<file path="src/rtl/maxpool_ctrl_pkg.sv">
// ---------------------------------------------------------------------------
// maxpool_ctrl_pkg
// Shared definitions for the 2x2 max-pool sequencer:
//   - FSM state encoding
//   - pool index width (9) and pixel width (8), signed pixel type
//   - out_dim(): output map dimension from an input dimension (odd sizes
//     drop their last row/column)
// ---------------------------------------------------------------------------
package maxpool_ctrl_pkg;

    localparam int IDX_W  = 9;
    localparam int DATA_W = 8;

    typedef logic signed [DATA_W-1:0] pix_t;

    localparam logic [2:0] ST_IDLE = 3'd0;
    localparam logic [2:0] ST_RD0  = 3'd1;
    localparam logic [2:0] ST_RD1  = 3'd2;
    localparam logic [2:0] ST_RD2  = 3'd3;
    localparam logic [2:0] ST_RD3  = 3'd4;
    localparam logic [2:0] ST_LAST = 3'd5;
    localparam logic [2:0] ST_EMIT = 3'd6;
    localparam logic [2:0] ST_DONE = 3'd7;

    typedef enum logic [2:0] {
        S_IDLE = ST_IDLE,
        S_RD0  = ST_RD0,
        S_RD1  = ST_RD1,
        S_RD2  = ST_RD2,
        S_RD3  = ST_RD3,
        S_LAST = ST_LAST,
        S_EMIT = ST_EMIT,
        S_DONE = ST_DONE
    } state_t;

    // OUT_W = IN_W/2, OUT_H = IN_H/2 (integer division drops an odd edge).
    function automatic int out_dim(input int in_dim);
        return in_dim / 2;
    endfunction

endpackage

</file>
<file path="src/rtl/maxpool_ctrl_if.sv">
// ---------------------------------------------------------------------------
// maxpool_ctrl_if
// Bundles the buffer read port and the window beat towards the max-pool
// datapath.
//   master (sequencer): drives rd_en, rd_addr, pool_en, pool_iter,
//                       pool_d0..pool_d3; receives rd_data, out_ready
//   slave  (buffer + datapath): the reverse
// ---------------------------------------------------------------------------
interface maxpool_ctrl_if #(
    parameter int ADDR_W = 10
) ();
    import maxpool_ctrl_pkg::*;

    // buffer read port, data valid the cycle after rd_en
    logic              rd_en;
    logic [ADDR_W-1:0] rd_addr;
    pix_t              rd_data;

    // window beat, transfers when pool_en && out_ready
    logic              pool_en;
    logic              out_ready;
    logic [IDX_W-1:0]  pool_iter;
    pix_t              pool_d0;
    pix_t              pool_d1;
    pix_t              pool_d2;
    pix_t              pool_d3;

    modport master (
        output rd_en, rd_addr, pool_en, pool_iter,
               pool_d0, pool_d1, pool_d2, pool_d3,
        input  rd_data, out_ready
    );

    modport slave (
        input  rd_en, rd_addr, pool_en, pool_iter,
               pool_d0, pool_d1, pool_d2, pool_d3,
        output rd_data, out_ready
    );

endinterface

</file>
<file path="src/rtl/maxpool_win_addr_gen.sv">
// ---------------------------------------------------------------------------
// maxpool_win_addr_gen
// Window walker for the 2x2 max-pool sequencer. Holds the r/c window
// counters, the running output index, the row-base accumulator and the
// four-way pixel offset mux.
//   clk, rst  : clock, synchronous active-high reset
//   clear_i   : start of a map; load base_i, zero the counters
//   base_i    : address of pixel (0,0)
//   step_i    : window accepted downstream; advance to the next window
//   sel_i     : pixel within the window (0 TL, 1 TR, 2 BL, 3 BR)
//   addr_o    : read address of pixel sel_i, computed from the counters'
//               next-state values so the parent can register it directly
//   iter_o    : output index r*OUT_W+c of the current window
//   last_o    : current window is the final one of the map
// ---------------------------------------------------------------------------
module maxpool_win_addr_gen
    import maxpool_ctrl_pkg::*;
#(
    parameter int IN_W   = 24,
    parameter int IN_H   = 24,
    parameter int ADDR_W = 10
) (
    input  logic              clk,
    input  logic              rst,
    input  logic              clear_i,
    input  logic [ADDR_W-1:0] base_i,
    input  logic              step_i,
    input  logic [1:0]        sel_i,
    output logic [ADDR_W-1:0] addr_o,
    output logic [IDX_W-1:0]  iter_o,
    output logic              last_o
);

    localparam int OUT_W = out_dim(IN_W);
    localparam int OUT_H = out_dim(IN_H);

    localparam logic [IDX_W-1:0]  C_MAX    = IDX_W'(OUT_W - 1);
    localparam logic [IDX_W-1:0]  R_MAX    = IDX_W'(OUT_H - 1);
    // moving down one window row skips two pixel rows
    localparam logic [ADDR_W-1:0] ROW_STEP = ADDR_W'(2 * IN_W);

    logic [IDX_W-1:0]  c_q, c_d;
    logic [IDX_W-1:0]  r_q, r_d;
    logic [IDX_W-1:0]  iter_q, iter_d;
    logic [ADDR_W-1:0] row_base_q, row_base_d;
    logic [ADDR_W-1:0] off [4];

    // Pixel offsets inside a window: {0, 1, IN_W, IN_W+1}
    genvar gi;
    for (gi = 0; gi < 4; gi++) begin : g_off
        assign off[gi] = ADDR_W'((gi % 2) + (gi / 2) * IN_W);
    end

    always_comb begin
        c_d        = c_q;
        r_d        = r_q;
        iter_d     = iter_q;
        row_base_d = row_base_q;
        if (clear_i) begin
            c_d        = '0;
            r_d        = '0;
            iter_d     = '0;
            row_base_d = base_i;
        end else if (step_i) begin
            iter_d = iter_q + IDX_W'(1);
            if (c_q == C_MAX) begin
                c_d        = '0;
                r_d        = r_q + IDX_W'(1);
                row_base_d = row_base_q + ROW_STEP;
            end else begin
                c_d = c_q + IDX_W'(1);
            end
        end
    end

    always_ff @(posedge clk) begin
        if (rst) begin
            c_q        <= '0;
            r_q        <= '0;
            iter_q     <= '0;
            row_base_q <= '0;
        end else begin
            c_q        <= c_d;
            r_q        <= r_d;
            iter_q     <= iter_d;
            row_base_q <= row_base_d;
        end
    end

    // All sums wrap naturally modulo 2^ADDR_W.
    assign addr_o = row_base_d + ADDR_W'({c_d, 1'b0}) + off[sel_i];
    assign iter_o = iter_q;
    assign last_o = (r_q == R_MAX) && (c_q == C_MAX);

endmodule

</file>
<file path="src/rtl/maxpool_ctrl.sv">
// ---------------------------------------------------------------------------
// maxpool_ctrl
// Sequencer for the 2x2 max-pool post-process stage. On start it walks the
// feature map window by window: four reads (TL, TR, BL, BR) through the
// 1-cycle-latency buffer port, then one beat carrying the four pixels and
// the output index, held until out_ready. done pulses once after the last
// beat is accepted.
//   clk, rst   : clock, synchronous active-high reset
//   start      : one-cycle request, only honoured in IDLE
//   base_addr  : address of pixel (0,0), latched on start
//   busy       : first read through last accepted beat
//   done       : one-cycle pulse after the final beat
//   bus        : read port + window beat (master side)
// All outputs are registered.
// ---------------------------------------------------------------------------
module maxpool_ctrl
    import maxpool_ctrl_pkg::*;
#(
    parameter int IN_W   = 24,
    parameter int IN_H   = 24,
    parameter int ADDR_W = 10
) (
    input  logic              clk,
    input  logic              rst,
    input  logic              start,
    input  logic [ADDR_W-1:0] base_addr,
    output logic              busy,
    output logic              done,
    maxpool_ctrl_if.master    bus
);

    state_t            state_q;
    logic              busy_q;
    logic              done_q;
    logic              rd_en_q;
    logic [ADDR_W-1:0] rd_addr_q;
    logic              pool_en_q;
    logic [IDX_W-1:0]  pool_iter_q;
    pix_t              pool_d_q [4];

    logic              gen_clear;
    logic              gen_step;
    logic [1:0]        gen_sel;
    logic [ADDR_W-1:0] gen_addr;
    logic [IDX_W-1:0]  gen_iter;
    logic              gen_last;

    // The generator returns the address for the read issued in the *next*
    // cycle, so select the pixel that follows the current state.
    always_comb begin
        gen_clear = (state_q == S_IDLE) && start;
        gen_step  = (state_q == S_EMIT) && bus.out_ready;
        gen_sel   = 2'd0;
        case (state_q)
            S_RD0:   gen_sel = 2'd1;
            S_RD1:   gen_sel = 2'd2;
            S_RD2:   gen_sel = 2'd3;
            default: gen_sel = 2'd0;
        endcase
    end

    maxpool_win_addr_gen #(
        .IN_W   (IN_W),
        .IN_H   (IN_H),
        .ADDR_W (ADDR_W)
    ) u_addr_gen (
        .clk     (clk),
        .rst     (rst),
        .clear_i (gen_clear),
        .base_i  (base_addr),
        .step_i  (gen_step),
        .sel_i   (gen_sel),
        .addr_o  (gen_addr),
        .iter_o  (gen_iter),
        .last_o  (gen_last)
    );

    always_ff @(posedge clk) begin
        if (rst) begin
            state_q     <= S_IDLE;
            busy_q      <= 1'b0;
            done_q      <= 1'b0;
            rd_en_q     <= 1'b0;
            rd_addr_q   <= '0;
            pool_en_q   <= 1'b0;
            pool_iter_q <= '0;
            for (int i = 0; i < 4; i++) begin
                pool_d_q[i] <= '0;
            end
        end else begin
            done_q <= 1'b0;
            case (state_q)
                S_IDLE: begin
                    if (start) begin
                        state_q   <= S_RD0;
                        busy_q    <= 1'b1;
                        rd_en_q   <= 1'b1;
                        rd_addr_q <= gen_addr;
                    end
                end
                S_RD0: begin
                    state_q   <= S_RD1;
                    rd_addr_q <= gen_addr;
                end
                // rd_data lags rd_en by one cycle: the pixel read in RDk
                // lands in RD(k+1), the last one in LAST.
                S_RD1: begin
                    pool_d_q[0] <= bus.rd_data;
                    state_q     <= S_RD2;
                    rd_addr_q   <= gen_addr;
                end
                S_RD2: begin
                    pool_d_q[1] <= bus.rd_data;
                    state_q     <= S_RD3;
                    rd_addr_q   <= gen_addr;
                end
                S_RD3: begin
                    pool_d_q[2] <= bus.rd_data;
                    state_q     <= S_LAST;
                    rd_en_q     <= 1'b0;
                end
                S_LAST: begin
                    pool_d_q[3] <= bus.rd_data;
                    pool_iter_q <= gen_iter;
                    pool_en_q   <= 1'b1;
                    state_q     <= S_EMIT;
                end
                S_EMIT: begin
                    if (bus.out_ready) begin
                        pool_en_q <= 1'b0;
                        if (gen_last) begin
                            state_q <= S_DONE;
                            busy_q  <= 1'b0;
                            done_q  <= 1'b1;
                        end else begin
                            state_q   <= S_RD0;
                            rd_en_q   <= 1'b1;
                            rd_addr_q <= gen_addr;
                        end
                    end
                end
                S_DONE: begin
                    state_q <= S_IDLE;
                end
                default: begin
                    state_q <= S_IDLE;
                end
            endcase
        end
    end

    assign busy          = busy_q;
    assign done          = done_q;
    assign bus.rd_en     = rd_en_q;
    assign bus.rd_addr   = rd_addr_q;
    assign bus.pool_en   = pool_en_q;
    assign bus.pool_iter = pool_iter_q;
    assign bus.pool_d0   = pool_d_q[0];
    assign bus.pool_d1   = pool_d_q[1];
    assign bus.pool_d2   = pool_d_q[2];
    assign bus.pool_d3   = pool_d_q[3];

endmodule

</file>
<file path="src/flat_wrapper.sv">
// flat-port wrapper written by rule: the top's interface ports become plain ports
module maxpool_ctrl_flat import maxpool_ctrl_pkg::*;
#(
    parameter int IN_W   = 24,
    parameter int IN_H   = 24,
    parameter int ADDR_W = 10
)
  (clk, rst, start, base_addr, busy, done, bus_rd_en, bus_rd_addr, bus_pool_en, bus_pool_iter, bus_pool_d0, bus_pool_d1, bus_pool_d2, bus_pool_d3, bus_rd_data, bus_out_ready);
  maxpool_ctrl_if #(.ADDR_W(ADDR_W)) bus_i ();
  input  logic clk;
  input  logic rst;
  input  logic start;
  input  logic [ADDR_W-1:0] base_addr;
  output logic busy;
  output logic done;
  output wire logic [$bits(bus_i.rd_en)-1:0] bus_rd_en;
  output wire logic [$bits(bus_i.rd_addr)-1:0] bus_rd_addr;
  output wire logic [$bits(bus_i.pool_en)-1:0] bus_pool_en;
  output wire logic [$bits(bus_i.pool_iter)-1:0] bus_pool_iter;
  output wire logic [$bits(bus_i.pool_d0)-1:0] bus_pool_d0;
  output wire logic [$bits(bus_i.pool_d1)-1:0] bus_pool_d1;
  output wire logic [$bits(bus_i.pool_d2)-1:0] bus_pool_d2;
  output wire logic [$bits(bus_i.pool_d3)-1:0] bus_pool_d3;
  input wire logic [$bits(bus_i.rd_data)-1:0] bus_rd_data;
  input wire logic [$bits(bus_i.out_ready)-1:0] bus_out_ready;
  assign bus_rd_en = bus_i.rd_en;
  assign bus_rd_addr = bus_i.rd_addr;
  assign bus_pool_en = bus_i.pool_en;
  assign bus_pool_iter = bus_i.pool_iter;
  assign bus_pool_d0 = bus_i.pool_d0;
  assign bus_pool_d1 = bus_i.pool_d1;
  assign bus_pool_d2 = bus_i.pool_d2;
  assign bus_pool_d3 = bus_i.pool_d3;
  assign bus_i.rd_data = bus_rd_data;
  assign bus_i.out_ready = bus_out_ready;
  maxpool_ctrl #(.IN_W(IN_W), .IN_H(IN_H), .ADDR_W(ADDR_W)) u_core (.clk(clk), .rst(rst), .start(start), .base_addr(base_addr), .busy(busy), .done(done), .bus(bus_i));
endmodule
</file>
<file path="config.mk">
export PLATFORM = sky130hd
export DESIGN_NAME = maxpool_ctrl_flat
export DESIGN_NICKNAME = d
export VERILOG_FILES = /design/src/rtl/maxpool_ctrl_pkg.sv /design/src/rtl/maxpool_ctrl_if.sv /design/src/rtl/maxpool_win_addr_gen.sv /design/src/rtl/maxpool_ctrl.sv /design/src/flat_wrapper.sv
export SDC_FILE = /design/constraint.sdc
export NUM_CORES = 1
export LEC_CHECK = 0
export BUFFER_PORTS_ARGS = -buffer_cell sky130_fd_sc_hd__clkbuf_2
export CAP_MARGIN = 10
export CORE_MARGIN = 1.5
export CORE_UTILIZATION = 45
export DETAILED_ROUTE_END_ITERATION = 10
export PLACE_DENSITY = 0.77
export SYNTH_ARGS = -nofsm -noshare
export SYNTH_HDL_FRONTEND = slang
export SYNTH_SLANG_ARGS = --single-unit
</file>
<file path="constraint.sdc">
create_clock -name clk -period 5.2 [get_ports clk]
set_clock_uncertainty 0.2 [all_clocks]
set_input_delay 1.04 -clock clk [delete_from_list [all_inputs] [get_ports clk]]
set_output_delay 1.04 -clock clk [all_outputs]
set_load 0.005 [all_outputs]
</file>
* Yosys cells after proc, flatten, opt, wreduce, memory -nomap -nowiden *
Memories as Yosys holds them, arrays and structs flattened.
Index checks and enable logic that the tools add are counted.

operators by class
  $add $sub $neg = 6
  multiply operators = 0
  div/mod/pow operators = 0
  magnitude comparators = 1
  eq/ne operators = 13
  shifts and indexed selects = 0
  muxes and demuxes = 46
  bitwise operators = 7
  reduce and logical (&&, ||, !) cells = 17

operator list
  cell                                            count
  2-to-1 mux 10 bit                               8
  2-to-1 mux 8 bit                                4
  one-hot mux 10 bit (3 select lines)             1
  adder 9 x 1 -> 9 bit (second input constant)    3
  2-to-1 mux 9 bit                                3
  one-hot mux 3 bit (8 select lines)              1
  2-to-1 mux 1 bit                                21
  adder 10 bit                                    2
  binary-select mux 10 bit (select 2 bit)         1
  == test 9 x 4 -> 1 bit (second input constant)  2
  == test 3 bit (second input constant)           4
  AND reduction 4 bit                             3
  adder 10 x 6 -> 10 bit (second input constant)  1
  2-to-1 mux 3 bit                                3
  == test 3 x 2 -> 1 bit (second input constant)  2
  != test 2 bit (second input constant)           3
  one-hot mux 2 bit (3 select lines)              1
  AND reduction 2 bit                             3
  nonzero test 3 bit                              2
  OR reduction 3 bit                              2
  OR 1 bit                                        4
  one-hot mux 1 bit (2 select lines)              2
  nonzero test 2 bit                              2
  == test 3 x 1 -> 1 bit (second input constant)  1
  other kinds (8)                                 11

storage, ports and cells
  flip-flop bits (word level) = 63
  bits in latches = 0
  RAM bits = 32
  ROM bits = 0
  input bits = 22
  output and inout port bits = 55
  logic and storage cells = 102
  memories kept = 1

memory list
  name             depth  bits a word  rd ports  clocked after memory_dff  write ports  line                text
  u_core.pool_d_q  4      8            4         0                         4            maxpool_ctrl.sv:39  pix_t pool_d_q [4];

* Depth between registers and ports, before layout *
Gate-level depths: netlist (run 1).

  word-level depth = 10
  depth in mapped cells = 19
  depth with buffers taken out = 16

* By module *
Synthesis (run 1) repeated with hierarchy kept, for this count alone.

second synthesis, totals
  cell total of the unflattened synthesis = 426
  area total of the unflattened synthesis = 4495.6 um2

modules (own cells, without submodules)
  module                times used  cells an instance  area each (um2)
  maxpool_ctrl          1           185                2314.7
  maxpool_win_addr_gen  1           241                2180.8

* Worst setup path before layout (run 1) *
Ideal clock, no wire load.

  path type = input port to flip-flop
  start point = input start
  end point = register u_core.rd_addr_q[9], in the netlist u_core.bus.rd_addr[9]
  setup time = 0.074 ns
  data arrival time = 4.038 ns
  data required time = 4.926 ns
  path slack = 0.888 ns
  stages = 13
  cell sequence = nor4b_2 -> buf_2 -> buf_1 -> mux2i_1 -> fa_1 -> inv_1 -> ha_1 -> nor2b_1 -> o2111ai_1 -> a31oi_1 -> or3_1 -> a21o_1 -> a31oi_1

between the ends
  word-level cells in the longest chain between the ends = 7
  elaborated cells between the ends (all ways) = 11
  those cells by class = add/sub (2); eq/ne (1); mux (6); reduce/logical (2)

RTL lines
  element                                                line                        text
  start: declaration                                     flat_wrapper.sv:12          input logic start;
  logical AND 1 bit                                      maxpool_ctrl.sv:51          gen_clear = (state_q == S_IDLE) && start;
  2-to-1 mux 10 bit or 2-to-1 mux 9 bit (tied branches)  maxpool_win_addr_gen.sv:59  if (clear_i) begin
  adder 10 bit (2 in a row)                              maxpool_win_addr_gen.sv:91  assign addr_o = row_base_d + ADDR_W'({c_d, 1'b0}) + off[sel_i];
  2-to-1 mux 10 bit                                      maxpool_ctrl.sv:131         if (gen_last) begin
  2-to-1 mux 10 bit                                      maxpool_ctrl.sv:129         if (bus.out_ready) begin
  one-hot mux 10 bit (3 select lines)                    maxpool_ctrl.sv:92          case (state_q)
  end signal: assignment                                 maxpool_ctrl.sv:98          rd_addr_q <= gen_addr;
  end signal: assignment                                 maxpool_ctrl.sv:103         rd_addr_q <= gen_addr;
  end signal: assignment                                 maxpool_ctrl.sv:138         rd_addr_q <= gen_addr;
  end: declaration                                       maxpool_ctrl.sv:36          logic [ADDR_W-1:0] rd_addr_q;

Parallel ways exist; a longest one is shown, timed or not. The select of a mux whose other input is x is not followed.
A chain may end at the register's enable or synchronous reset.

* Final worst setup path (run 1) *
  start point = register u_core.state_q[1]
  end point = register u_core.rd_addr_q[9], in the netlist u_core.bus.rd_addr[9]

between the ends
  elaborated cells between the ends (all ways) = 28
  those cells by class = add/sub (2); eq/ne (7); mux (12); bitwise (1); reduce/logical (6)

RTL lines
  element                                  line                        text
  start: declaration                       maxpool_ctrl.sv:32          state_t state_q;
  start signal: assignment                 maxpool_ctrl.sv:80          state_q <= S_IDLE;
  start signal: assignment                 maxpool_ctrl.sv:95          state_q <= S_RD0;
  start signal: assignment                 maxpool_ctrl.sv:102         state_q <= S_RD1;
  == test 3 bit                            maxpool_ctrl.sv:52          gen_step = (state_q == S_EMIT) && bus.out_ready;
  logical AND 1 bit                        maxpool_ctrl.sv:52
  2-to-1 mux 10 bit                        maxpool_win_addr_gen.sv:64  end else if (step_i) begin
  2-to-1 mux 10 bit (*)                    maxpool_win_addr_gen.sv:59
  via u_core.u_addr_gen.row_base_d[7]      maxpool_win_addr_gen.sv:45  logic [ADDR_W-1:0] row_base_q, row_base_d;
  adder 10 bit (*) (2 in a row)            maxpool_win_addr_gen.sv:91
  2-to-1 mux 10 bit                        maxpool_ctrl.sv:131
  2-to-1 mux 10 bit                        maxpool_ctrl.sv:129
  one-hot mux 10 bit (3 select lines) (*)  maxpool_ctrl.sv:92

The timed path passes the listed nets; every way through them passes the cells marked *. The select of a mux whose other input is x is not followed.

==> flow_results.org, run 1 <==
** STA
- Final setup viols :: 0
- Clock period minus worst slack :: 4.19 ns
- Transition time of the tightest slew-check pin :: 0.832 ns
- Timing would allow up to 239 MHz.
- Setup TNS after final layout :: 0 ns
- The max-slew violation total from the final report was 0.
- Fin crit share :: 0.806
- Final hold viol count :: 0
- In this run the tightest slew margin relative to its limit is 0.445.
- Min Hold Slack :: 0.253 ns
- Setup repair after global routing left no endpoint under its margin.

** Place
- In this run the tool buffered the top-level ports with 76 buffer cells.
- Once placement completed, the tool counted placed cells totaling 643.
- Detailed placement finished with a half-perimeter wire length of 6590 um.
- Routability Congestion :: 0.861

** Clock tree
- Number of buffers inserted by post-CTS setup repair :: 0
- The clock net in this run drives a total of 95 sinks.
- After clock tree synthesis, the flow added hold-fix buffers numbering 0.
- TritonCTS clock tree :: built
- Clock insertion delay at the later pin of the skew report :: 0.36 ns
- Count of cells resized by post-cts repair :: 0
- Buffers from clock root to sink, at most :: 2
- Worst-path clk slew :: 0.09 ns
- The H-tree was split into 3 levels.
- Clk Tree Root Cell :: sky130_fd_sc_hd__clkbuf_8
- Number of buffers created by CTS :: 9

** Pwr
- Internal portion of total power :: 1150 uW
- VDD sags by at most 0.112 mV.
- In this run the static leakage power is 0.00218 uW.
- Net load switching power :: 382 uW
- Sw Share :: 0.249
- Of the total power, combinational logic draws 0.117.
- Part of the total power dissipated in sequential elements :: 0.536
- Pwr Density :: 298 nW/um^2
- The share of total power dissipated in the clock network is 0.346.
- Post-route total power :: 1530 uW

** Routing
- For this block, the routed nets add up to 8860 um of wire.
- The routed layout has 3374 vias.
- Dividing the detail-routed via count by the number of cells gives 5.11.
- After detailed routing, the number of remaining DRC violations is 0.
- Number of nets with antenna violations after routing :: 0
- Count of TritonRoute iterations in the first routing pass :: 4
- The detailed router finished its first iteration with 121 violations.
- In the final routed layout, each cell accounts on average for 13.4 um.

** Global routing
- The number of global-route vias before repair came to 3104.
- For this run, global-route usage on met2 was measured as 0.303.
- In the global route stage, overall resource usage came out at 0.175.
- In the global route stage, met1 resource usage came out at 0.214.
- The first global-routing pass estimated 14200 um of wire.
- Remaining global-route overflow :: 0
- The initial antenna violation count was 0.
- Entering global routing, the biggest net connects 33 pins.
- Layer with the highest usage after global routing :: met2
- Routing usage on met3 :: 0.0342

** Setup path
- The number of cells on the worst reg-to-reg path is 13.
- Along the worst path, the maximum fanout reaches 18.
- R2r endpoint :: u_core.bus.rd_addr[9]
- The setup check on the worst reg-to-reg path leaves a slack of 1.01 ns.
- Req. time, crit path :: 5.29 ns
- Critical path start-end classification :: reg2reg
- The slowest stage of the critical path is the sky130_fd_sc_hd__dfxtp_1 cell.
- STA classifies the critical path startpoint as a flop.
- Traced cell by cell, the critical path runs through and4b_1 > nand3_1 > nor2_1 > xnor2_1 > o21ai_0 > ha_1 > ha_1 > or2_2 > a21oi_1 > a31oi_1 > or3_1 > a21o_1 > a31oi_1.
- The startpoint identified for the worst register-to-register timing path is u_core.state_q[1].
- The worst setup path is captured at a flop.
- Largest stage delay on the critical path :: 0.73 ns
- STA puts the critical path data arrival time at 4.28 ns.

** Synthesis
- Most numerous cell types in the synthesized netlist :: sky130_fd_sc_hd__dfxtp_1, sky130_fd_sc_hd__nand2_1, sky130_fd_sc_hd__nor2_1
- Counting flops with a built-in enable in the synthesized netlist gives 32.
- Proportion of synthesized flip-flops having asynchronous set or reset :: 0
- Cell area after technology mapping :: 4440 sq um
- Synthesis produced a netlist whose cell count is 451.
- Most frequent cell after synthesis :: sky130_fd_sc_hd__dfxtp_1
- The share of synthesized area in the top cell type comes to 0.284.
- By area the synthesized netlist is led by sky130_fd_sc_hd__dfxtp_1, sky130_fd_sc_hd__edfxtp_1, sky130_fd_sc_hd__and2_1, sky130_fd_sc_hd__ha_1, sky130_fd_sc_hd__nand2_1.
- Leading register cell type out of synthesis :: sky130_fd_sc_hd__dfxtp_1
- Number of nets produced by synthesis :: 495
- Dividing the synthesized area by the synthesized cell count gives 9.84 sq um.
- For this run, the number of Yosys warnings is 0.
- For this run, the register share of the synthesized area comes to 0.501.
- Synthesis inferred 95 register bits.
- Unique masters post-synth :: 50
- Summed over all instances, the cell type with the most area after synthesis is sky130_fd_sc_hd__dfxtp_1.

** Final layout
- The finished layout holds 660 standard cells, fillers aside.
- The sequential cells in the finished layout cover a total of 2220 sq um.
- P&R area growth vs syn :: 15.9%
- Post-route core utilization :: 0.531
- 0 antenna diodes ended up in the layout.
- Multi-input gate area :: 2070 sq um
- Layout Nets :: 566
- Counting the fill cells in the layout gives 872.
- Proportion of layout cells with a drive suffix above 1 :: 0.203

** Floorplanning
- The floorplan step defined a die boundary enclosing 10500 sq um.
- The initial utilization of the core area, before any placement, comes to 0.458.
- 77 I/O pins were placed.
- Row generation in the floorplan step produced 36 rows.
- Area of the placeable core :: 9680 sq um
- The die is 102 um wide.
- The die is 102 um tall.

** Job
- Number of maximum-capacitance violations :: 0

** Hold path
- The path with the worst hold slack has its endpoint at u_core.bus.rd_addr[6].
- Number of stages on the worst hold path :: 2
- In this run the most critical hold path is launched from u_core.bus.rd_addr[6].
- The worst hold path belongs to the class reg2reg.

** Run status
- The run finished with clean final reports.
[worst max-delay path, delay by kind of cell, from the launching register on]
kind / cells / cell delay [ns]
flops: 1 / 0.73
compound gates: 5 / 0.84
xor+xnor: 1 / 0.08
fa+ha+maj: 2 / 0.65
simple gates: 5 / 1.61
[logic make-up after synthesis]
| group | share of synthesized area |
|---|---|
| simple gates | 0.231 |
| flops | 0.501 |
| compound gates | 0.0891 |
| buf+inv | 0.0344 |
| xor+xnor | 0.0632 |
| fa+ha+maj | 0.0671 |
| mux | 0.0147 |
[registers in the layout, indices dropped and copies added (netlist names), 3 cells and up]
signal and flops:
u_core.pool_d_q 32, u_core.bus.rd_addr 10, u_core.u_addr_gen.row_base_q 10, u_core.bus.pool_iter 9, u_core.u_addr_gen.c_q 9, u_core.u_addr_gen.iter_o 9, u_core.u_addr_gen.r_q 9, u_core.state_q 3
[stage by stage]
stage / worst slack [ns] / instance area, sq um
6_report: 1.01 / 5140
5_1_grt: 0.666 / 5140
2_1_floorplan: 0.888 / 4440
3_5_place_dp: 0.673 / 4920
4_1_cts: 1.04 / 5140
3_3_place_gp: 0.743 / 4920
[final cells by class]
cell class                      count  share of cell area
Sequential cell                    95               0.432
Multi-Input combinational cell    321               0.403
Timing Repair Buffer               80              0.0793
Tap cell                          133              0.0324
Clock buffer                        9              0.0241
Clock inverter                      7              0.0182
Inverter                           15              0.0109
[layout by cell type (no fill, tap or decap), types with 4 or more instances in the layout]
cell type                  netlist  final
sky130_fd_sc_hd__nor3_1         13     13
sky130_fd_sc_hd__nand2_1        50     50
sky130_fd_sc_hd__nor2b_1         4      4
sky130_fd_sc_hd__o21ai_0        13     13
sky130_fd_sc_hd__a22o_1         10     10
sky130_fd_sc_hd__clkbuf_2        0     77
sky130_fd_sc_hd__and3_1          6      6
sky130_fd_sc_hd__and2_1         40     40
sky130_fd_sc_hd__dfxtp_1        63     63
sky130_fd_sc_hd__nand3_1         5      5
sky130_fd_sc_hd__clkbuf_8        0      9
sky130_fd_sc_hd__nand2b_1        5      5
sky130_fd_sc_hd__a21oi_1        23     23
sky130_fd_sc_hd__ha_1           19     19
sky130_fd_sc_hd__xnor2_1        17     17
sky130_fd_sc_hd__nor2_1         49     49
sky130_fd_sc_hd__inv_1          15     15
sky130_fd_sc_hd__edfxtp_1       32     32
sky130_fd_sc_hd__nand4_1         9      9
sky130_fd_sc_hd__xor2_1         15     15
[how the worst max path moves through the flow]
| stage | from | to | slack, ns | depth (start not counted) |
|---|---|---|---|---|
| 2_1_floorplan | start | u_core.bus.rd_addr[9] | 0.89 | 13 |
| 3_3_place_gp | bus_out_ready | u_core.bus.rd_addr[9] | 0.74 | 15 |
| 3_5_place_dp | bus_out_ready | u_core.bus.rd_addr[9] | 0.67 | 15 |
| 4_1_cts | bus_out_ready | u_core.bus.rd_addr[9] | 1.04 | 14 |
| 5_1_grt | u_core.state_q[1] | u_core.bus.rd_addr[9] | 0.67 | 13 |
| 6_report | u_core.state_q[1] | u_core.bus.rd_addr[9] | 1.01 | 13 |
[power groups by stage]
stage / Sequential [uW] / Combinational (uW) / Clock, uW
2_1_floorplan: 832 / 123 / 0
3_3_place_gp: 836 / 176 / 0
3_5_place_dp: 838 / 180 / 0
4_1_cts: 821 / 182 / 541
5_1_grt: 825 / 203 / 563
6_report: 821 / 180 / 530
[layer usage]
metal / wire length (um) / up-vias
met4: 150 / 0
met2: 4260 / 87
met1: 4050 / 1588
met5: 0 / -
li1: - / 1686
met3: 401 / 13
No activity file was read; power rests on OpenSTA's default activity.
==> inputs of run 2 (changes only) <==
--- a/config.mk
+++ b/config.mk
@@ -10,7 +10,7 @@
 export CORE_MARGIN = 1.5
 export CORE_UTILIZATION = 45
 export DETAILED_ROUTE_END_ITERATION = 10
-export PLACE_DENSITY = 0.77
+export PLACE_DENSITY = 0.8
 export SYNTH_ARGS = -nofsm -noshare
 export SYNTH_HDL_FRONTEND = slang
 export SYNTH_SLANG_ARGS = --single-unit
==> constraint.sdc (replaced) <==
create_clock -name clk -period 3.5 [get_ports clk]
set_clock_uncertainty 0.2 [all_clocks]
set_input_delay 0.7 -clock clk [delete_from_list [all_inputs] [get_ports clk]]
set_output_delay 0.7 -clock clk [all_outputs]
set_load 0.005 [all_outputs]
==> run 2 against run 1 <==
Effect of this change:
- the run now ends with negative setup slack left
- sequential share of layout area fell by 3.7 points
- register-to-register slack got worse by 1.0 ns
- fmax rose by 20%
- design area rose by 9.8%
- final cell count rose by 5.6%
- sequential cell count did not move
- total power rose by 53%
- highest routed layer unchanged
- count of clock-buffer cells in the layout rose by 2
- largest cell class is now multi-input combinational cells
==> flow_results.org, run 2 (same netlist as run 1, synthesis figures left out) <==
** Global routing
- The total global-route track usage is 0.183 (was 0.175).
- The global route total overflow was 0 (unchanged).
- Pin count of the biggest net entering global routing :: 32 (was 33)
- Wire length of the first global-routing pass :: 15000 um (was 14200 um)
- The number of global-route vias before repair was 3285 (was 3104).
- Initial antenna violation count :: 0 (unchanged)

** Setup path
- Arrival time reported for the critical path endpoint :: 3.60 ns (was 4.28 ns)
- The required arrival time at the worst endpoint was 3.59 ns (was 5.29 ns).
- Ordered cell list for the critical path :: ha_4 > nor4b_4 > nand3_4 > xnor2_2 > nor2_1 > a21oi_2 > fa_1 > inv_2 > ha_4 > and3_4 > a21oi_4 > a31oi_4 > or3_1 > a21o_1 > a31oi_1 (was and4b_1 > nand3_1 > nor2_1 > xnor2_1 > o21ai_0 > ha_1 > ha_1 > or2_2 > a21oi_1 > a31oi_1 > or3_1 > a21o_1 > a31oi_1)
- Most frequent cell on the critical path :: sky130_fd_sc_hd__ha_4
- Critical Path End Type :: flop (unchanged)
- Critical path fanouts, max :: 6 (was 18)
- The category of the worst setup path launch point is a flop (unchanged).
- The type of the worst setup path was reg2reg (unchanged).
- Slowest library cell on the worst path :: sky130_fd_sc_hd__fa_1 (was sky130_fd_sc_hd__dfxtp_1)
- The maximum single-stage delay on the critical path came to 0.53 ns (was 0.73 ns).

** Pwr
- Sw Share :: 0.252 (was 0.249)
- Largest vdd supply drop :: 0.182 mV (was 0.112 mV)
- Internal portion of total power :: 1750 uW (was 1150 uW)
- The ratio of total power to cell area came to 414 nW/um^2 (was 298 nW/um^2).
- Net load switching power :: 590 uW (was 382 uW)
- Share of power burned in the clock network :: 0.334 (was 0.346)
- The standby leakage power came to 0.00238 uW (was 0.00218 uW).
- The portion of total power attributed to combinational logic came to 0.147 (was 0.117).
- The relative contribution of sequential cells to total power is 0.519 (was 0.536).

** Clock tree
- The count of hold buffers inserted by post-cts repair was 0 (unchanged).
- The clock root buffer was sky130_fd_sc_hd__clkbuf_8 (unchanged).
- TritonCTS clock tree :: built (unchanged)
- The insertion delay of the later-clocked pin in the worst-skew pair came to 0.36 ns (about the same).
- Number of buffers created by CTS :: 9 (unchanged)
- The deepest level of the CTS H-tree is 3 (unchanged).
- Buffers from clock root to sink, at most :: 2 (unchanged)
- Num Clock Sinks :: 95 (unchanged)
- Worst-path clk slew :: 0.10 ns (was 0.09 ns)

** Hold path
- The path category of the worst min-delay check is reg2reg (unchanged).

** STA
- The max-slew violation total from the final report is 0 (unchanged).
- Setup TNS after final layout :: -0.00548 ns (was 0 ns)
- Clock period minus worst slack :: 3.51 ns (was 4.19 ns)
- Max Clock Freq :: 285 MHz (was 239 MHz)
- The final period utilization came to 1.00 (was 0.806).
- RSZ-0062 raised after global routing :: true (was false)
- The post-route worst hold slack is 0.258 ns (was 0.253 ns).
- Transition time of the tightest slew-check pin :: 0.843 ns (was 0.832 ns)
- Final Worst Setup Slack :: -0.00548 ns (was 1.01 ns)
- Relative slew slack :: 0.435 (was 0.445)
- Final setup viols :: 1 (was 0)
- The final number of hold-violating endpoints is 0 (unchanged).

** Routing
- Count of vias placed by the detailed router :: 3513 (was 3374)
- Wirelength per Cell :: 13.8 um (was 13.4 um)
- Final routed DRC violation total :: 0 (unchanged)
- Count of routing violations after the opening detailed-route iteration :: 110 (was 121)
- Via-to-Cell Ratio :: 5.04 (was 5.11)
- Total length of routed wires :: 9600 um (was 8860 um)
- Count of TritonRoute iterations in the first routing pass :: 6 (was 4)
- The residual antenna-violating net count after detailed routing is 0 (unchanged).

** Floorplanning
- IO Count :: 77 (unchanged)
- The core box area is 9680 sq um (unchanged).
- The effective utilization at floorplan is 0.458 (unchanged).
- The row count came to 36 (unchanged).
- Area of the die :: 10500 sq um (unchanged)
- Die height :: 102 um (unchanged)
- Horiz. Die Dim :: 102 um (unchanged)

** Run status
- Violations in the final reports :: negative setup slack
- Status: finished, violations left (was completed).

** Final layout
- The register bank with the most flops is u_core.pool_d_q (unchanged).
- Most common cell after layout, fill and taps aside :: sky130_fd_sc_hd__clkbuf_2 (unchanged)
- P&R area growth vs syn :: 27.2% (was 15.9%)
- Highest-count cells in the layout ignoring fill and taps :: sky130_fd_sc_hd__clkbuf_2, sky130_fd_sc_hd__dfxtp_1, sky130_fd_sc_hd__nand2_1, sky130_fd_sc_hd__nor2_1, sky130_fd_sc_hd__buf_4 (was sky130_fd_sc_hd__clkbuf_2, sky130_fd_sc_hd__dfxtp_1, sky130_fd_sc_hd__nand2_1, sky130_fd_sc_hd__nor2_1, sky130_fd_sc_hd__and2_1)
- Largest register FFs :: 32 (unchanged)
- The net count of the finished layout is 603 (was 566).
- The antenna diode instance count is 0 (unchanged).
- Proportion of layout cells with a drive suffix above 1 :: 0.316 (was 0.203)

** Place
- Number of buffers inserted by port buffering :: 76 (unchanged)
- The detailed placer's ending HPWL was 6910 um (was 6590 um).
- The routability-driven placement congestion ratio was 0.857 (was 0.861).

** Job
- The max capacitance violation total came to 0 (unchanged).
run 2: cell types whose count changed in the layout (fill, tap and decap cells not counted), sizes merged:
| cell | change |
|---|---|
| clkinvlp | +1 |
| clkinv | -1 |
| clkbuf | +1 |
| inv | -1 |
| bufinv | -1 |
| buf | +38 |
run 2: layer usage:
metal	global-route usage	vias to the layer above	routed length (um)
li1	-	1760	-
met1	0.227	1650	4250
met2	0.322	90	4820
met3	0.0253	13	383
met4	0.0685	0	141
met5	0	-	0
run 2: cell type report:
type,count,area (sq um)
inverters,15,56.3
repair buffers,117,688
clock inverters,5,62.6
well taps,133,166
flip-flops and latches,95,2230
multi-input cells,321,2280
clock buffers,11,163
fillers,817,4040
run 2: metrics by stage:
stage | total power, uW | utilization | setup WS [ns] | area, sq um | cells
3_5_place_dp | 1570 | 0.541 | -0.369 | 5240 | 674
4_1_cts | 2340 | 0.565 | 0.00768 | 5470 | 690
3_3_place_gp | 1560 | 0.541 | -0.205 | 5240 | 674
6_report | 2340 | 0.583 | -0.00548 | 5650 | 697
2_1_floorplan | 1440 | - | -0.0290 | 4560 | 451
5_1_grt | 2440 | 0.583 | -0.164 | 5650 | 697
run 2: critical path, delay by kind of cell, from the launching register on:
family	cells	cell delay, ns
and+or+nand+nor	5	1.15
adders and majority gates	3	0.82
AOI/OAI and AO/OA	5	0.69
DFF	1	0.36
xor gates and xnor gates	1	0.18
buffers and inverters	1	0.05
run 2: path summary, 6_finish.rpt:
check | start | endpoint | cells past startpoint | slack [ns]
max | u_core.u_addr_gen.c_q[1] | u_core.bus.rd_addr[9] | 15 | -0.005
min | u_core.bus.rd_addr[5] | u_core.bus.rd_addr[5] | 2 | 0.26
max reg2reg | u_core.u_addr_gen.c_q[1] | u_core.bus.rd_addr[9] | 15 | -0.005
min reg2reg | u_core.bus.rd_addr[5] | u_core.bus.rd_addr[5] | 2 | 0.26
run 2: what timing repair did:
action,CTS,global route
endpoints found under the hold margin,0,0
buffers inserted,0,7
endpoints found under the setup margin,1,4
gates resized for setup,2,27
pin swaps,0,17
run 2: power by group through the flow:
stage          Clock, uW  Sequential (uW)  Combinational [uW]
2_1_floorplan          0             1240                 206
3_3_place_gp           0             1240                 321
3_5_place_dp           0             1240                 329
4_1_cts              793             1210                 332
5_1_grt              833             1220                 385
6_report             781             1210                 344
==> inputs of run 3 (changes only) <==
--- a/config.mk
+++ b/config.mk
@@ -9,8 +9,10 @@
 export CAP_MARGIN = 10
 export CORE_MARGIN = 1.5
 export CORE_UTILIZATION = 45
+export CTS_BUF_LIST = sky130_fd_sc_hd__clkbuf_2
 export DETAILED_ROUTE_END_ITERATION = 10
 export PLACE_DENSITY = 0.8
+export REMOVE_ABC_BUFFERS = 1
 export SYNTH_ARGS = -nofsm -noshare
 export SYNTH_HDL_FRONTEND = slang
 export SYNTH_SLANG_ARGS = --single-unit
==> constraint.sdc (replaced) <==
create_clock -name clk -period 3.2 [get_ports clk]
set_clock_uncertainty 0.2 [all_clocks]
set_input_delay 0.64 -clock clk [delete_from_list [all_inputs] [get_ports clk]]
set_output_delay 0.64 -clock clk [all_outputs]
set_load 0.005 [all_outputs]
==> run 3 against run 2 <==
Effect of this change:
- the run still ends with negative setup slack left
- routed wire length rose by 8.5%
- non-clock buffer count rose by 24
- critical path depth rose by 1
- via count rose by 5.9%
- final cell count rose by 3.4%
- sequential share of layout area fell by 0.84 points
- combinational power rose by 25%
- hold slack got worse by 0.15 ns
- global-route usage rose by 1.8 points
- first-iteration DRC count rose by 15%
- critical path type unchanged
- critical endpoint unchanged
- highest routed layer unchanged
==> flow_results.org, run 3 (same netlist as run 1, synthesis figures left out) <==
** Run status
- Status: finished, violations left (unchanged).
- Violations in the final reports: negative setup slack (unchanged).

** Routing
- The total detailed-routing wirelength came to 10400 um (was 9600 um).
- Via-to-Cell Ratio :: 5.16 (was 5.04)
- The average routed wire per standard cell is 14.4 um (was 13.8 um).
- Count of routing violations after the opening detailed-route iteration :: 127 (was 110)
- The detailed-routing iteration count for the pre-antenna-repair pass is 4 (was 6).
- Count of vias placed by the detailed router :: 3721 (was 3513)
- The post-route DRC violation count is 0 (unchanged).
- Number of nets with antenna violations after routing :: 0 (unchanged)

** Hold path
- The path category of the worst min-delay check is in2reg (was reg2reg).

** Global routing
- The initial antenna violation count was 0 (unchanged).
- The maximum number of pins on one net before global-route repair came to 20 (was 32).
- The number of global-route vias before repair is 3598 (was 3285).
- The global route total overflow came to 0 (unchanged).
- The total global-route track usage was 0.201 (was 0.183).
- Wire length of the first global-routing pass :: 16400 um (was 15000 um)

** Setup path
- The worst path arrival time was 3.83 ns (was 3.60 ns).
- The required arrival time at the worst endpoint came to 3.53 ns (was 3.59 ns).
- The largest fanout on the critical path was 4 (was 6).
- Launch point of the critical path :: u_core.u_addr_gen.c_q[0] (was u_core.u_addr_gen.c_q[1])
- R2R depth :: 16 (was 15)
- The worst flop-to-flop path startpoint is u_core.u_addr_gen.c_q[0] (was u_core.u_addr_gen.c_q[1]).
- R2r endpoint :: u_core.bus.rd_addr[9] (unchanged)
- End point of the critical path :: u_core.bus.rd_addr[9] (unchanged)
- The slack of the worst reg-to-reg path came to -0.30 ns (was -0.005 ns).
- The kind of end point of the critical path was a flop (unchanged).
- The category of the worst setup path launch point was a flop (unchanged).
- Critical path start-end classification :: reg2reg (unchanged)

** Clock tree
- The clock root buffer is sky130_fd_sc_hd__clkbuf_2 (was sky130_fd_sc_hd__clkbuf_8).
- Level count of the clock H-tree :: 3 (unchanged)
- Worst-path clk slew :: 0.28 ns (was 0.10 ns)
- Buffers from clock root to sink, at most :: 2 (unchanged)
- TritonCTS clock tree :: built (unchanged)
- Num Clock Sinks :: 95 (unchanged)
- The number of buffers created by CTS is 9 (unchanged).
- The insertion delay of the later-clocked pin in the worst-skew pair is 0.60 ns (was 0.36 ns).

** Final layout
- The net count of the finished layout was 627 (was 603).
- Count of placed standard cells in the final layout, fillers left out :: 721 (was 697)
- The total non-filler cell area in the finished layout was 5780 sq um (was 5650 sq um).
- The utilization after layout came to 0.597 (was 0.583).
- Proportion of layout cells with a drive suffix above 1 :: 0.362 (was 0.316)
- Diodes inserted :: 0 (unchanged)
- Largest register FFs :: 32 (unchanged)
- Register with the most flip-flops :: u_core.pool_d_q (unchanged)
- P&R area growth vs syn :: 30.3% (was 27.2%)
- Highest-count cells in the layout ignoring fill and taps :: sky130_fd_sc_hd__clkbuf_2, sky130_fd_sc_hd__dfxtp_1, sky130_fd_sc_hd__buf_4, sky130_fd_sc_hd__nand2_1, sky130_fd_sc_hd__nor2_1 (was sky130_fd_sc_hd__clkbuf_2, sky130_fd_sc_hd__dfxtp_1, sky130_fd_sc_hd__nand2_1, sky130_fd_sc_hd__nor2_1, sky130_fd_sc_hd__buf_4)
- The most common cell after layout, fill and taps aside was sky130_fd_sc_hd__clkbuf_2 (unchanged).

** STA
- Final hold viol count :: 0 (unchanged)
- Clock period minus worst slack :: 3.50 ns (was 3.51 ns)
- The worst-case setup margin in the final layout was -0.301 ns (was -0.00548 ns).
- RSZ-0062 raised after global routing :: true (unchanged)
- Final setup viols :: 5 (was 1)
- Setup TNS after final layout :: -0.969 ns (was -0.00548 ns)
- Relative slew slack :: 0.445 (was 0.435)
- The max-slew violation total from the final report was 0 (unchanged).
- The highest clock rate is 286 MHz (was 285 MHz).
- The final period utilization came to 1.09 (was 1.00).
- The actual transition at the worst max-transition pin was 0.832 ns (was 0.843 ns).

** Floorplanning
- IO Count :: 77 (unchanged)
- Initial cell density of the core :: 0.458 (unchanged)
- Std cell rows :: 36 (unchanged)
- Area of the die :: 10500 sq um (unchanged)
- The core box area was 9680 sq um (unchanged).
- Die height :: 102 um (unchanged)
- Horiz. Die Dim :: 102 um (unchanged)

** Pwr
- The worst voltage drop across the vdd grid is 0.201 mV (was 0.182 mV).
- Pwr Density :: 408 nW/um^2 (was 414 nW/um^2)
- Total leakage power :: 0.00248 uW (was 0.00238 uW)
- The overall power consumption came to 2360 uW (was 2340 uW).

** Place
- The detailed placer's ending HPWL was 7560 um (was 6910 um).
- The number of I/O port buffers is 76 (unchanged).
- The routability-driven placement congestion ratio is 0.903 (was 0.857).
- Number of placed instances, taps included :: 693 (was 674)
- Cell Area, Placed :: 5300 sq um (was 5240 sq um)

** Job
- The max capacitance violation total was 0 (unchanged).
==> run 3: critical path: stages, from the launching register on <==
cell	delay (ns)
sky130_fd_sc_hd__dfxtp_2	0.42
sky130_fd_sc_hd__ha_4	0.14
sky130_fd_sc_hd__nor4b_4	0.26
sky130_fd_sc_hd__nand3_2	0.20
sky130_fd_sc_hd__buf_6	0.18
sky130_fd_sc_hd__xnor2_2	0.16
sky130_fd_sc_hd__nor2_2	0.05
sky130_fd_sc_hd__a21oi_2	0.17
sky130_fd_sc_hd__fa_2	0.47
sky130_fd_sc_hd__inv_2	0.08
sky130_fd_sc_hd__ha_4	0.20
sky130_fd_sc_hd__buf_4	0.14
sky130_fd_sc_hd__o2111ai_4	0.07
sky130_fd_sc_hd__a31oi_4	0.12
sky130_fd_sc_hd__or3_1	0.32
sky130_fd_sc_hd__a21o_1	0.16
sky130_fd_sc_hd__a31oi_1	0.11
==> run 3: how the worst min path moves through the flow <==
stage	end	from	slack, ns	depth (start not counted)
after floorplan	u_core.bus.rd_addr[3]	u_core.bus.rd_addr[3]	0.24	2
after global placement	u_core.bus.rd_addr[7]	u_core.bus.rd_addr[7]	0.24	2
after detailed placement	u_core.bus.rd_addr[4]	u_core.bus.rd_addr[4]	0.25	2
after CTS	u_core.u_addr_gen.row_base_q[4]	base_addr[4]	0.08	3
after global routing	u_core.u_addr_gen.row_base_q[4]	base_addr[4]	0.08	3
final	u_core.u_addr_gen.row_base_q[4]	base_addr[4]	0.11	3
==> run 3: area by class of cell <==
class | instances | area, sq um
clock buffers | 9 | 45.0
clock inverters | 7 | 71.3
fillers | 820 | 3900
inverters | 15 | 56.3
multi-input cells | 321 | 2310
flip-flops and latches | 95 | 2230
well taps | 133 | 166
repair buffers | 141 | 896
==> run 3: metrics by stage <==
stage | worst slack, ns | hold slack, ns
6_report | -0.301 | 0.109
5_1_grt | -0.466 | 0.0843
4_1_cts | -0.305 | 0.0827
3_5_place_dp | -0.683 | 0.247
3_3_place_gp | -0.591 | 0.242
2_1_floorplan | -1.16 | 0.242
==> run 3: per-layer routing <==
metal | vias up | track usage | wire, um
met2 | 117 | 0.373 | 5450
met1 | 1774 | 0.227 | 4280
met3 | 18 | 0.0397 | 481
met4 | 0 | 0.0717 | 204
met5 | - | 0 | 0
li1 | 1812 | - | -
==> run 3: repair_timing <==
| action | CTS | global route |
|---|---|---|
| cloned | 0 | 0 |
| endpoints found under the setup margin | 6 | 6 |
| hold buffers | 0 | 0 |
| setup buffers | 5 | 9 |
| resized for setup | 35 | 34 |
| hold endpoints to repair | 0 | 0 |
| pin swaps | 28 | 24 |
==> run 3: power by group <==
part	switching [uW]	total, uW	internal (uW)
clock	469	599	131
sequential	27.0	1330	1300
combinational	222	429	207
total	718	2360	1640
